### src/rtl/ped_light_pkg.sv
// Shared types, constants and the binary-to-BCD helper for the pedestrian light.
package ped_light_pkg;

    typedef enum logic [1:0] {
        RED  = 2'd0,
        WALK = 2'd1,
        RUN  = 2'd2
    } state_t;

    // Standing figure shown on the dot matrix while the light is red.
    localparam logic [1:0] FRAME_STAND = 2'b00;

    // Double-dabble conversion of a 7-bit value into two BCD digits {tens, ones}.
    // Values are bounded to 0..99, so the tens digit never needs a hundreds carry.
    function automatic logic [7:0] bin2bcd(input logic [6:0] bin);
        logic [14:0] sr;
        sr = {8'd0, bin};
        for (int i = 0; i < 7; i++) begin
            if (sr[10:7] >= 4'd5)  sr[10:7]  = sr[10:7]  + 4'd3;
            if (sr[14:11] >= 4'd5) sr[14:11] = sr[14:11] + 4'd3;
            sr = sr << 1;
        end
        return sr[14:7];
    endfunction

endpackage

### src/rtl/ped_light_sec_prescaler.sv
// Per-second prescaler: counts 0..CLK_PER_SEC-1 while enabled and flags the last cycle.
module sec_prescaler #(
    parameter int CLK_PER_SEC = 1000,
    localparam int CW = (CLK_PER_SEC > 1) ? $clog2(CLK_PER_SEC) : 1
) (
    input  logic          clk,
    input  logic          rst,
    input  logic          en,
    output logic [CW-1:0] sec_cnt,
    output logic          sec_tick
);

    localparam logic [CW-1:0] LAST = CW'(CLK_PER_SEC - 1);

    logic [CW-1:0] sec_cnt_q, sec_cnt_d;

    // Tick only while enabled so a frozen counter cannot produce a second boundary.
    always_comb begin
        sec_tick  = en && (sec_cnt_q == LAST);
        sec_cnt_d = sec_cnt_q;
        if (en) sec_cnt_d = sec_tick ? '0 : sec_cnt_q + 1'b1;
    end

    // Counter register with synchronous reset.
    always_ff @(posedge clk) begin
        if (rst) sec_cnt_q <= '0;
        else     sec_cnt_q <= sec_cnt_d;
    end

    assign sec_cnt = sec_cnt_q;

endmodule

### src/rtl/ped_light_ctrl.sv
// Pedestrian light phase controller: RED -> WALK -> RUN countdown, lamp,
// animation-control, frame and BCD digit outputs, all registered from next-state values.
module ped_light_ctrl
    import ped_light_pkg::*;
#(
    parameter int CLK_PER_SEC = 1000,
    parameter int RED_SEC     = 30,
    parameter int WALK_SEC    = 20,
    parameter int RUN_SEC     = 10
) (
    input  logic       clk,
    input  logic       rst,
    input  logic       ped_req,
    input  logic       hold,
    input  logic [1:0] sel,
    output logic       pause,
    output logic       quick,
    output logic       red_lamp,
    output logic       green_lamp,
    output logic [3:0] cnt_tens,
    output logic [3:0] cnt_ones,
    output logic [1:0] frame
);

    localparam int CW = (CLK_PER_SEC > 1) ? $clog2(CLK_PER_SEC) : 1;
    localparam logic [CW-1:0] HALF   = CW'(CLK_PER_SEC / 2);
    localparam logic [6:0]    RED_D  = 7'(RED_SEC);
    localparam logic [6:0]    WALK_D = 7'(WALK_SEC);
    localparam logic [6:0]    RUN_D  = 7'(RUN_SEC);
    localparam logic [6:0]    SHORT  = 7'd5;

    logic [CW-1:0] sec_cnt, sec_cnt_nxt;
    logic          sec_tick;

    state_t     state_q, state_d;
    logic [6:0] remain_q, remain_d;
    logic       pause_q, pause_d, quick_q, quick_d;
    logic       red_q, red_d, green_q, green_d;
    logic [1:0] frame_q, frame_d;
    logic [7:0] digits_q, digits_d;

    sec_prescaler #(.CLK_PER_SEC(CLK_PER_SEC)) u_presc (
        .clk      (clk),
        .rst      (rst),
        .en       (!hold),
        .sec_cnt  (sec_cnt),
        .sec_tick (sec_tick)
    );

    // Phase sequencing and countdown; hold freezes everything, the button
    // shortening beats the per-second decrement, and remain==1 hands over to the next phase.
    always_comb begin
        state_d  = state_q;
        remain_d = remain_q;
        if (!hold) begin
            if (state_q == RED && ped_req && remain_q > SHORT) begin
                remain_d = SHORT;
            end else if (sec_tick) begin
                if (remain_q == 7'd1) begin
                    case (state_q)
                        RED:     begin state_d = WALK; remain_d = WALK_D; end
                        WALK:    begin state_d = RUN;  remain_d = RUN_D;  end
                        default: begin state_d = RED;  remain_d = RED_D;  end
                    endcase
                end else begin
                    remain_d = remain_q - 7'd1;
                end
            end
        end
    end

    // Output decode from next-state values; the flash phase uses the prescaler's next count
    // so a frozen counter keeps the green lamp where it is.
    always_comb begin
        sec_cnt_nxt = sec_cnt;
        if (!hold) sec_cnt_nxt = sec_tick ? '0 : sec_cnt + 1'b1;
        pause_d  = (state_d == RED) || hold;
        quick_d  = (state_d == RUN);
        red_d    = (state_d == RED);
        green_d  = (state_d == WALK) || (state_d == RUN && sec_cnt_nxt < HALF);
        frame_d  = (state_d == RED) ? FRAME_STAND : sel;
        digits_d = bin2bcd(remain_d);
    end

    // State, countdown and output registers.
    always_ff @(posedge clk) begin
        if (rst) begin
            state_q  <= RED;
            remain_q <= RED_D;
            pause_q  <= 1'b1;
            quick_q  <= 1'b0;
            red_q    <= 1'b1;
            green_q  <= 1'b0;
            frame_q  <= FRAME_STAND;
            digits_q <= bin2bcd(RED_D);
        end else begin
            state_q  <= state_d;
            remain_q <= remain_d;
            pause_q  <= pause_d;
            quick_q  <= quick_d;
            red_q    <= red_d;
            green_q  <= green_d;
            frame_q  <= frame_d;
            digits_q <= digits_d;
        end
    end

    assign pause      = pause_q;
    assign quick      = quick_q;
    assign red_lamp   = red_q;
    assign green_lamp = green_q;
    assign frame      = frame_q;
    assign cnt_tens   = digits_q[7:4];
    assign cnt_ones   = digits_q[3:0];

endmodule

### config.mk
export PLATFORM = sky130hd
export DESIGN_NAME = ped_light_ctrl
export DESIGN_NICKNAME = d
export VERILOG_FILES = /design/src/rtl/ped_light_pkg.sv /design/src/rtl/ped_light_sec_prescaler.sv /design/src/rtl/ped_light_ctrl.sv
export SDC_FILE = /design/constraint.sdc
export NUM_CORES = 1
export LEC_CHECK = 0
export BUFFER_PORTS_ARGS = -buffer_cell sky130_fd_sc_hd__buf_2
export CORE_MARGIN = 2
export CORE_UTILIZATION = 64
export DETAILED_ROUTE_END_ITERATION = 16
export GPL_ROUTABILITY_DRIVEN = 0
export PLACE_DENSITY = 0.94
export SYNTH_ARGS = -nofsm -noshare
export SYNTH_HDL_FRONTEND = slang
export SYNTH_HIERARCHICAL = 1
export SYNTH_SLANG_ARGS = --single-unit
export TNS_END_PERCENT = 10
### constraint.sdc
create_clock -name clk -period 11.73 [get_ports clk]
set_clock_uncertainty 0.05 [all_clocks]
set_input_delay 0 -clock clk [delete_from_list [all_inputs] [get_ports clk]]
set_output_delay 0 -clock clk [all_outputs]
set_load 0.02 [all_outputs]
==> results.txt, run 1 <==
Final HPWL DP: 3750 um
Io pins: 20
Starting Density: 0.680
Critical path launch point type: register
Pwr per Cell Area: 98.6 nW/um2
NumNets Final: 311
Global-route wire length before repair: 8840 um
DR DRC count: 0
Clk sinks: 32
Largest net degree at the start of global routing: 27
Die Footprint: 4130 um2
Total negative slack: 0 ns
Fin cells: 340
Grt total ovfl: 0
R2r setup slk: 4.21 ns
Arrival time at the worst endpoint: 7.74 ns
Layout overhead on the synthesized area: 8.62%
Final setup viols: 0
Die Y: 64.2 um
GRT Total Usage: 0.269
H-Tree Depth: 2
Tmin final: 7.52 ns
Seq/Total Area, Yosys: 0.276
IO buf count: 19
Row count: 21
Fillers: 274
Worst hold margin: 0.0220 ns
Type of the most critical hold path: in -> reg
Post-CTS Hold Buffers: 2
Clock buffer count from CTS: 5
Avg Cell Area, Syn: 8.48 um2
Post-Syn Instances: 274
Worst-Skew Late Latency: 0.36 ns
Relative slew margins: 0.582
Maximum vdd drop: 52.0 uV
Post-synth EDFFs: 0
Critical Path Most Common Cell: ha_1
Net Count, Synth: 292
WL/cell: 15.5 um
Final Hold Fails: 0
Worst Tran Pin Value: 0.621 ns
Postcts setup bufs: 0
Routed wire length: 5260 um
Total iterations of the first detailed-routing run: 4
Via/cell ratio: 6.36
Crit path max-delay cell type: nor4_2
Peak Freq: 0.133 GHz
Detailed Route Iter0 Violations: 190
Sequential Area: 641 um2
Vias: 2162
Multi-input logic area: 1570 um2
Die X-Extent: 64.2 um
Antenna violations before repair: 0
Fraction of layout instances using a drive strength above 1: 0.187
Core area: 3420 um2
# resized after CTS: 0
CP Capture Type: register
Worst EP required: 11.95 ns
Clk buf depth: 2
Synth Warn #: 6
Max Cap Viol: 0
Worst-path clk slew: 0.12 ns
Post-route ant nets: 0
Seq cells post-synth: 32
Slowest stage delay, CP: 0.65 ns
Leakage: 1.01 nW
RSZ-0062 raised after global routing: no
Maximum fanout along the worst path: 9
Vias in the first global route: 2035
Max-slew violation count: 0
Synth Flop Type: dfxtp_1
Asr flop ratio synth: 0
Root buffer cell: clkbuf_4
Inst Count DP: 330
CTS tree: yes
Post-Syn Area: 2320 um2
Ant diodes: 0
Outcome: finished, final reports clean
CP Class: reg -> reg
Final period utilization: 0.641
Distinct cell type count after synthesis: 76
path summary, 6_finish.rpt:
path / startpoint / endpoint / depth (start not counted)
worst max-delay path: u_presc/sec_cnt[0] / digits_q[6] / 30
worst min register to register: u_presc/sec_cnt[8] / u_presc/sec_cnt[8] / 2
worst max register to register: u_presc/sec_cnt[0] / digits_q[6] / 30
worst min-delay path: rst / u_presc/sec_cnt[2] / 2
layout make-up:
class / count / area share
Clock buffer: 5 / 0.0149
Clock inverter: 3 / 0.0169
Inverter: 15 / 0.0223
Multi-Input combinational cell: 218 / 0.624
Sequential cell: 32 / 0.254
Tap cell: 46 / 0.0228
Timing Repair Buffer: 21 / 0.0456
cell families after synthesis:
| group | after synthesis | synth area share |
|---|---|---|
| and+or+nand+nor | 120 | 0.295 |
| buffers and inverters | 24 | 0.0469 |
| AOI/OAI and AO/OA | 74 | 0.267 |
| muxes | 5 | 0.0242 |
| adders and majority gates | 12 | 0.0647 |
| xor gates and xnor gates | 7 | 0.0264 |
| DFF | 32 | 0.276 |
synth_stat cells (4+ instances only):
cell | instances | area, um2
a21oi_1 | 15 | 75.1
nand2b_1 | 6 | 37.5
nand2_1 | 21 | 78.8
o211ai_1 | 4 | 30.0
and3_1 | 5 | 31.3
a211oi_1 | 6 | 45.0
ha_1 | 12 | 150
or2_2 | 4 | 25.0
nand4_1 | 5 | 31.3
nor2_1 | 25 | 93.8
nand3_1 | 14 | 70.1
o21a_1 | 6 | 45.0
nor2b_1 | 9 | 56.3
o21ai_0 | 5 | 25.0
dfxtp_1 | 32 | 641
xnor2_1 | 4 | 35.0
nor3_1 | 5 | 25.0
inv_1 | 12 | 45.0
placed cells by master (no fill, tap or decap), types with 5 or more instances in the layout:
cell type | Yosys | routed
dfxtp_1 | 32 | 32
nor2_1 | 25 | 25
nand2_1 | 21 | 21
buf_2 | 3 | 19
a21oi_1 | 15 | 15
nand3_1 | 14 | 14
inv_1 | 12 | 12
ha_1 | 12 | 12
nor2b_1 | 9 | 9
o21a_1 | 6 | 6
nand2b_1 | 6 | 6
a211oi_1 | 6 | 6
and3_1 | 5 | 5
nand4_1 | 5 | 5
o21ai_0 | 5 | 5
nor3_1 | 5 | 5
clkbuf_4 | 0 | 5
stage by stage:
stage / util / instance area (um2) / setup slack (ns) / power, W
after floorplan: - / 2320 / 5.55 / 0.000153
after global placement: 0.709 / 2420 / 4.72 / 0.000160
after detailed placement: 0.709 / 2420 / 4.36 / 0.000162
after CTS: 0.738 / 2520 / 4.29 / 0.000248
after global routing: 0.738 / 2520 / 3.53 / 0.000259
final: 0.738 / 2520 / 4.21 / 0.000249
routing by layer:
metal | track usage | up-vias | wire (um) | part of all wire
li1 | - | 1063 | - | -
met1 | 0.313 | 991 | 2240 | 0.43
met4 | 0.106 | 0 | 116 | 0.022
met5 | 0 | - | 0 | 0
met3 | 0.0669 | 13 | 339 | 0.064
met2 | 0.470 | 95 | 2560 | 0.49
power breakdown:
part / total (W) / switching [W] / internal, W
clock network: 0.0000877 / 0.0000433 / 0.0000444
registers: 0.000116 / 0.00000359 / 0.000112
logic: 0.0000451 / 0.0000269 / 0.0000182
critical path: cells and delay by family, from the launching register on:
family,cells,cell delay [ns]
fa+ha+maj,6,1.37
compound gates,11,2.72
flops,1,0.47
simple gates,7,2.03
xor+xnor,1,0.28
buf+inv,5,0.52
sequential cells by signal, summed over array words and instances (netlist names):
| signal | flops |
|---|---|
| digits_q | 7 |
| frame | 2 |
| green_lamp | 1 |
| pause | 1 |
| quick | 1 |
| red_lamp | 1 |
| remain_q | 7 |
| state_q | 2 |
| u_presc/sec_cnt | 10 |
Power figures use the tool's default switching activity.
==> run 2: changes to the inputs <==
- CORE_UTILIZATION: 64 -> 60
- PLACE_DENSITY: 0.94 -> 0.89
- clock period: 11.73 -> 7.2 ns (I/O delays scaled with it)
==> run 2 against run 1 <==
Compared with the run above:
- via count grew 1.1%
- critical path depth grew 3
- critical path type unchanged
- clock power grew 95%
- flip-flop and latch count is the same
- final area grew 4.6%
- sequential power grew 62%
- wire length grew 1.7%
- worst setup slack lost 3.7 ns
- highest routed layer unchanged
- non-clock buffer count grew 6
- fmax grew 12%
==> results.txt, run 2 (synthesis gave the netlist of run 1 again) <==
Most common cell after layout, fill and taps aside: dfxtp_1
Max reg flops: 10
Max-slew violation count: 0
Clock buffer count from CTS: 5
Critical path launch point type: register
WL/cell: 15.4 um
IO buf count: 19
Root buffer cell: clkbuf_8
Worst Tran Pin Value: 0.604 ns
Design area: 2640 um2
Maximum vdd drop: 82.5 uV
Largest net degree at the start of global routing: 27
Clk sinks: 32
Crit path max-delay cell type: o211ai_1
Final period utilization: 0.929
Relative slew margins: 0.598
Antenna violations before repair: 0
Clk buf depth: 2
Peak Freq: 0.149 GHz
Die Footprint: 4380 um2
Vias in the first global route: 2007
CP Class: reg -> reg
Worst-path clk slew: 0.07 ns
Cell Area, Placed: 2450 um2
Multi-input logic area: 1610 um2
Die Y: 66.2 um
Fillers: 298
Core area: 3690 um2
Vias: 2185
Io pins: 20
Worst-Skew Late Latency: 0.28 ns
Total iterations of the first detailed-routing run: 4
Post-route ant nets: 0
Leakage: 1.05 nW
CTS tree: yes
Slowest stage delay, CP: 0.45 ns
Critical Path Most Common Cell: ha_1
Fraction of layout instances using a drive strength above 1: 0.223
Most frequent cells in the layout: 32 x dfxtp_1, 25 x nor2_1, 21 x nand2_1
Grt total ovfl: 0
Worst EP required: 7.33 ns
Worst hold margin: 0.0938 ns
Type of the most critical hold path: in -> reg
Arrival time at the worst endpoint: 6.82 ns
GRT Total Usage: 0.259
Layout overhead on the synthesized area: 13.6%
Ant diodes: 0
Final Hold Fails: 0
Die X-Extent: 66.2 um
Sequential Area: 641 um2
Pwr Total: 0.000439 W
NumNets Final: 317
DR DRC count: 0
Pwr per Cell Area: 167 nW/um2
Outcome: finished, final reports clean
Total negative slack: 0 ns
Detailed Route Iter0 Violations: 168
Maximum fanout along the worst path: 9
Starting Density: 0.630
Final setup viols: 0
Layout Utilization: 0.715
Max Cap Viol: 0
H-Tree Depth: 2
Row count: 22
Routed wire length: 5350 um
CP Capture Type: register
Via/cell ratio: 6.28
R2r setup slk: 0.51 ns
Tmin final: 6.69 ns
Final HPWL DP: 3780 um
Global-route wire length before repair: 8860 um
[run 2: power breakdown]
group          leakage (nW)  switching, W  internal (W)
Sequential            0.260    0.00000556      0.000183
Clock                0.0552     0.0000688      0.000103
Combinational         0.736     0.0000466     0.0000330
[run 2: timing repair]
item | 4_1_cts | 5_1_grt
buffers inserted | 0 | 3
resized for setup | 0 | 8
hold buffers | 2 | 0
setup endpoints to repair | 0 | 6
endpoints found under the hold margin | 2 | 0
[run 2: per-layer routing]
layer  global-route usage  part of all wire  vias up
met5                    0                 0        -
met4                0.148             0.022        0
met3               0.0358             0.036       13
met2                0.433              0.50       56
met1                0.315              0.44     1043
li1                     -                 -     1073
[run 2: path summary, 6_finish.rpt]
kind                      startpoint  depth (start not counted)                  to
setup reg to reg  u_presc/sec_cnt[0]                         33         digits_q[5]
hold reg to reg   u_presc/sec_cnt[8]                          2  u_presc/sec_cnt[8]
setup / recovery  u_presc/sec_cnt[0]                         33         digits_q[5]
hold / removal                   rst                          2  u_presc/sec_cnt[2]
[run 2: critical path, delay by kind of cell, from the launching register on]
kind,cells,cell delay (ns)
flip-flops,1,0.44
AO/OA/AOI/OAI,10,1.93
XOR/XNOR,2,0.39
buffers and inverters,7,0.86
AND/OR/NAND/NOR,8,1.51
adder cells (fa/ha/maj),6,1.39
[run 2: layout make-up]
class / count / area share
clock buffer: 6 / 0.0275
clock inverter: 2 / 0.0133
inverter: 15 / 0.0213
multi-input combinational: 218 / 0.611
sequential: 32 / 0.243
tap: 48 / 0.0228
timing repair buffer: 27 / 0.0607
[run 2: stage by stage]
stage,worst slack (ns),cells
finish,0.510,348
global route,-0.0800,348
CTS,0.0918,345
global placement,0.582,335
floorplan,1.02,274
detailed placement,0.157,335
==> run 3: changes to the inputs <==
- CORE_ASPECT_RATIO: not set -> 0.6
- CORE_UTILIZATION: 60 -> 33
- PLACE_DENSITY: 0.89 -> 0.58
==> run 3 against run 2 <==
Compared with the run above:
- via count down 4.7%
- sequential share of layout area shrank 0.62 points
- highest routed layer unchanged
- global-route usage decreased by 11 points
- final area increased by 2.6%
- wire length up 2.2%
- core utilization shrank 31 points
- largest power group is now the clock network
- critical path type unchanged
- non-clock buffer count down 2
- worst setup slack improved by 0.21 ns
- first-iteration DRC count up 8.9%
==> results.txt, run 3 (synthesis gave the netlist of run 1 again) <==
Die Footprint: 7750 um2
Worst-Skew Late Latency: 0.28 ns
Worst Setup EP: digits_q[6]
Setup crit start: u_presc/sec_cnt[0]
CTS tree: yes
Max Cap Viol: 0
Final HPWL DP: 4020 um
Worst Tran Pin Value: 0.651 ns
Total iterations of the first detailed-routing run: 4
Maximum vdd drop: 105 uV
Vias in the first global route: 1889
R2r setup slk: 0.72 ns
Worst-path clk slew: 0.05 ns
Clock buffer count from CTS: 5
Routed wire length: 5470 um
IO buf count: 19
Internal power: 0.000340 W
Grt total ovfl: 0
WL/cell: 14.2 um
Slowest stage delay, CP: 0.48 ns
R2R cell count: 30
Fillers: 691
Final period utilization: 0.899
Pwr per Cell Area: 174 nW/um2
DR DRC count: 0
Largest net degree at the start of global routing: 27
Final Hold Fails: 0
Tmin final: 6.48 ns
Worst EP required: 7.34 ns
CP Class: reg -> reg
Maximum fanout along the worst path: 7
H-Tree Depth: 2
Via/cell ratio: 5.42
Comb pwr share: 0.166
Starting Density: 0.345
Clk buf depth: 2
Total negative slack: 0 ns
Layout overhead on the synthesized area: 16.5%
Post-route ant nets: 0
Crit path max-delay cell type: o211ai_1
Switching share of power: 0.278
Outcome: finished, final reports clean
Leakage: 1.05 nW
Global-route wire length before repair: 9250 um
CP Capture Type: register
Worst R2R Start: u_presc/sec_cnt[0]
Final setup viols: 0
Worst hold margin: 0.112 ns
Core area: 6730 um2
Most frequent cells in the layout: 32 x dfxtp_1, 25 x nor2_1, 21 x nand2_1
Vias: 2082
Fin cells: 384
Critical path launch point type: register
RSZ-0062 raised after global routing: no
Die X-Extent: 112 um
Io pins: 20
Row count: 23
Most common cell after layout, fill and taps aside: dfxtp_1
Arrival time at the worst endpoint: 6.61 ns
Root buffer cell: clkbuf_16
Clk sinks: 32
Die Y: 69.0 um
Clock share of power: 0.434
Sequential share of power: 0.400
Max reg flops: 10
Relative slew margins: 0.566
Inst Count DP: 373
Peak Freq: 0.154 GHz
Layout Utilization: 0.402
Fraction of layout instances using a drive strength above 1: 0.215
Critical Path Most Common Cell: ha_1
Ant diodes: 0
Hold Path Stages: 2
Net switching power: 0.000131 W
Max-slew violation count: 0
GRT Total Usage: 0.149
Detailed Route Iter0 Violations: 183
NumNets Final: 315
Type of the most critical hold path: in -> reg
R2r endpoint: digits_q[6]
Antenna violations before repair: 0
-- run 3: cell types whose count changed in the layout (fill, tap and decap cells not counted), sizes merged --
cell      delta
buf          -2
bufinv       -1
clkbuf       -1
clkinvlp     +1
-- run 3: cell type report --
cell class                 count  area, um2  area share
clock buffer                   5        125      0.0462
clock inverter                 2       12.5     0.00462
inverter                      15       56.3      0.0208
multi-input combinational    218       1620       0.598
sequential                    32        641       0.237
tap                           87        109      0.0402
timing repair buffer          25        145      0.0536
-- run 3: worst min path at each step --
| stage | from | to |
|---|---|---|
| 2_1_floorplan | rst | u_presc/sec_cnt[9] |
| 3_3_place_gp | sel[1] | frame[1] |
| 3_5_place_dp | sel[0] | frame[0] |
| 4_1_cts | rst | u_presc/sec_cnt[2] |
| 5_1_grt | rst | remain_q[5] |
| 6_report | rst | u_presc/sec_cnt[2] |
-- run 3: what timing repair did --
action / 4_1_cts / 5_1_grt
endpoints found under the setup margin: 0 / 7
resized for setup: 0 / 8
hold endpoints to repair: 2 / 0
hold buffers: 2 / 0
buffers inserted: 0 / 2
-- run 3: per-stage QoR --
stage | instance area, um2 | power (W) | setup slack (ns)
floorplan | 2320 | 0.000249 | 1.02
global placement | 2490 | 0.000267 | 0.442
detailed placement | 2490 | 0.000267 | 0.124
CTS | 2650 | 0.000472 | 0.0336
global route | 2710 | 0.000491 | 0.00654
finish | 2710 | 0.000471 | 0.725
-- run 3: worst max-delay path, delay by kind of cell (launching register included) --
family,cells,cell delay [ns]
DFF,1,0.42
and+or+nand+nor,7,1.49
buffers and inverters,5,0.52
xor gates and xnor gates,1,0.19
adders and majority gates,6,1.40
AOI/OAI and AO/OA,11,2.33
-- run 3: per-layer routing --
layer / vias up / GRT usage / wire, um
li1: 1067 / - / -
met2: 56 / 0.199 / 2060
met3: 7 / 0.0280 / 308
met4: 0 / 0.0503 / 79
met5: - / 0 / 0
met1: 952 / 0.232 / 3030
-- run 3: power groups by stage --
stage,Clock [W],Sequential [W],Combinational (W)
floorplan,0,0.000195,0.0000542
global placement,0,0.000192,0.0000745
detailed placement,0,0.000192,0.0000753
CTS,0.000207,0.000188,0.0000766
global route,0.000214,0.000189,0.0000874
finish,0.000204,0.000188,0.0000785
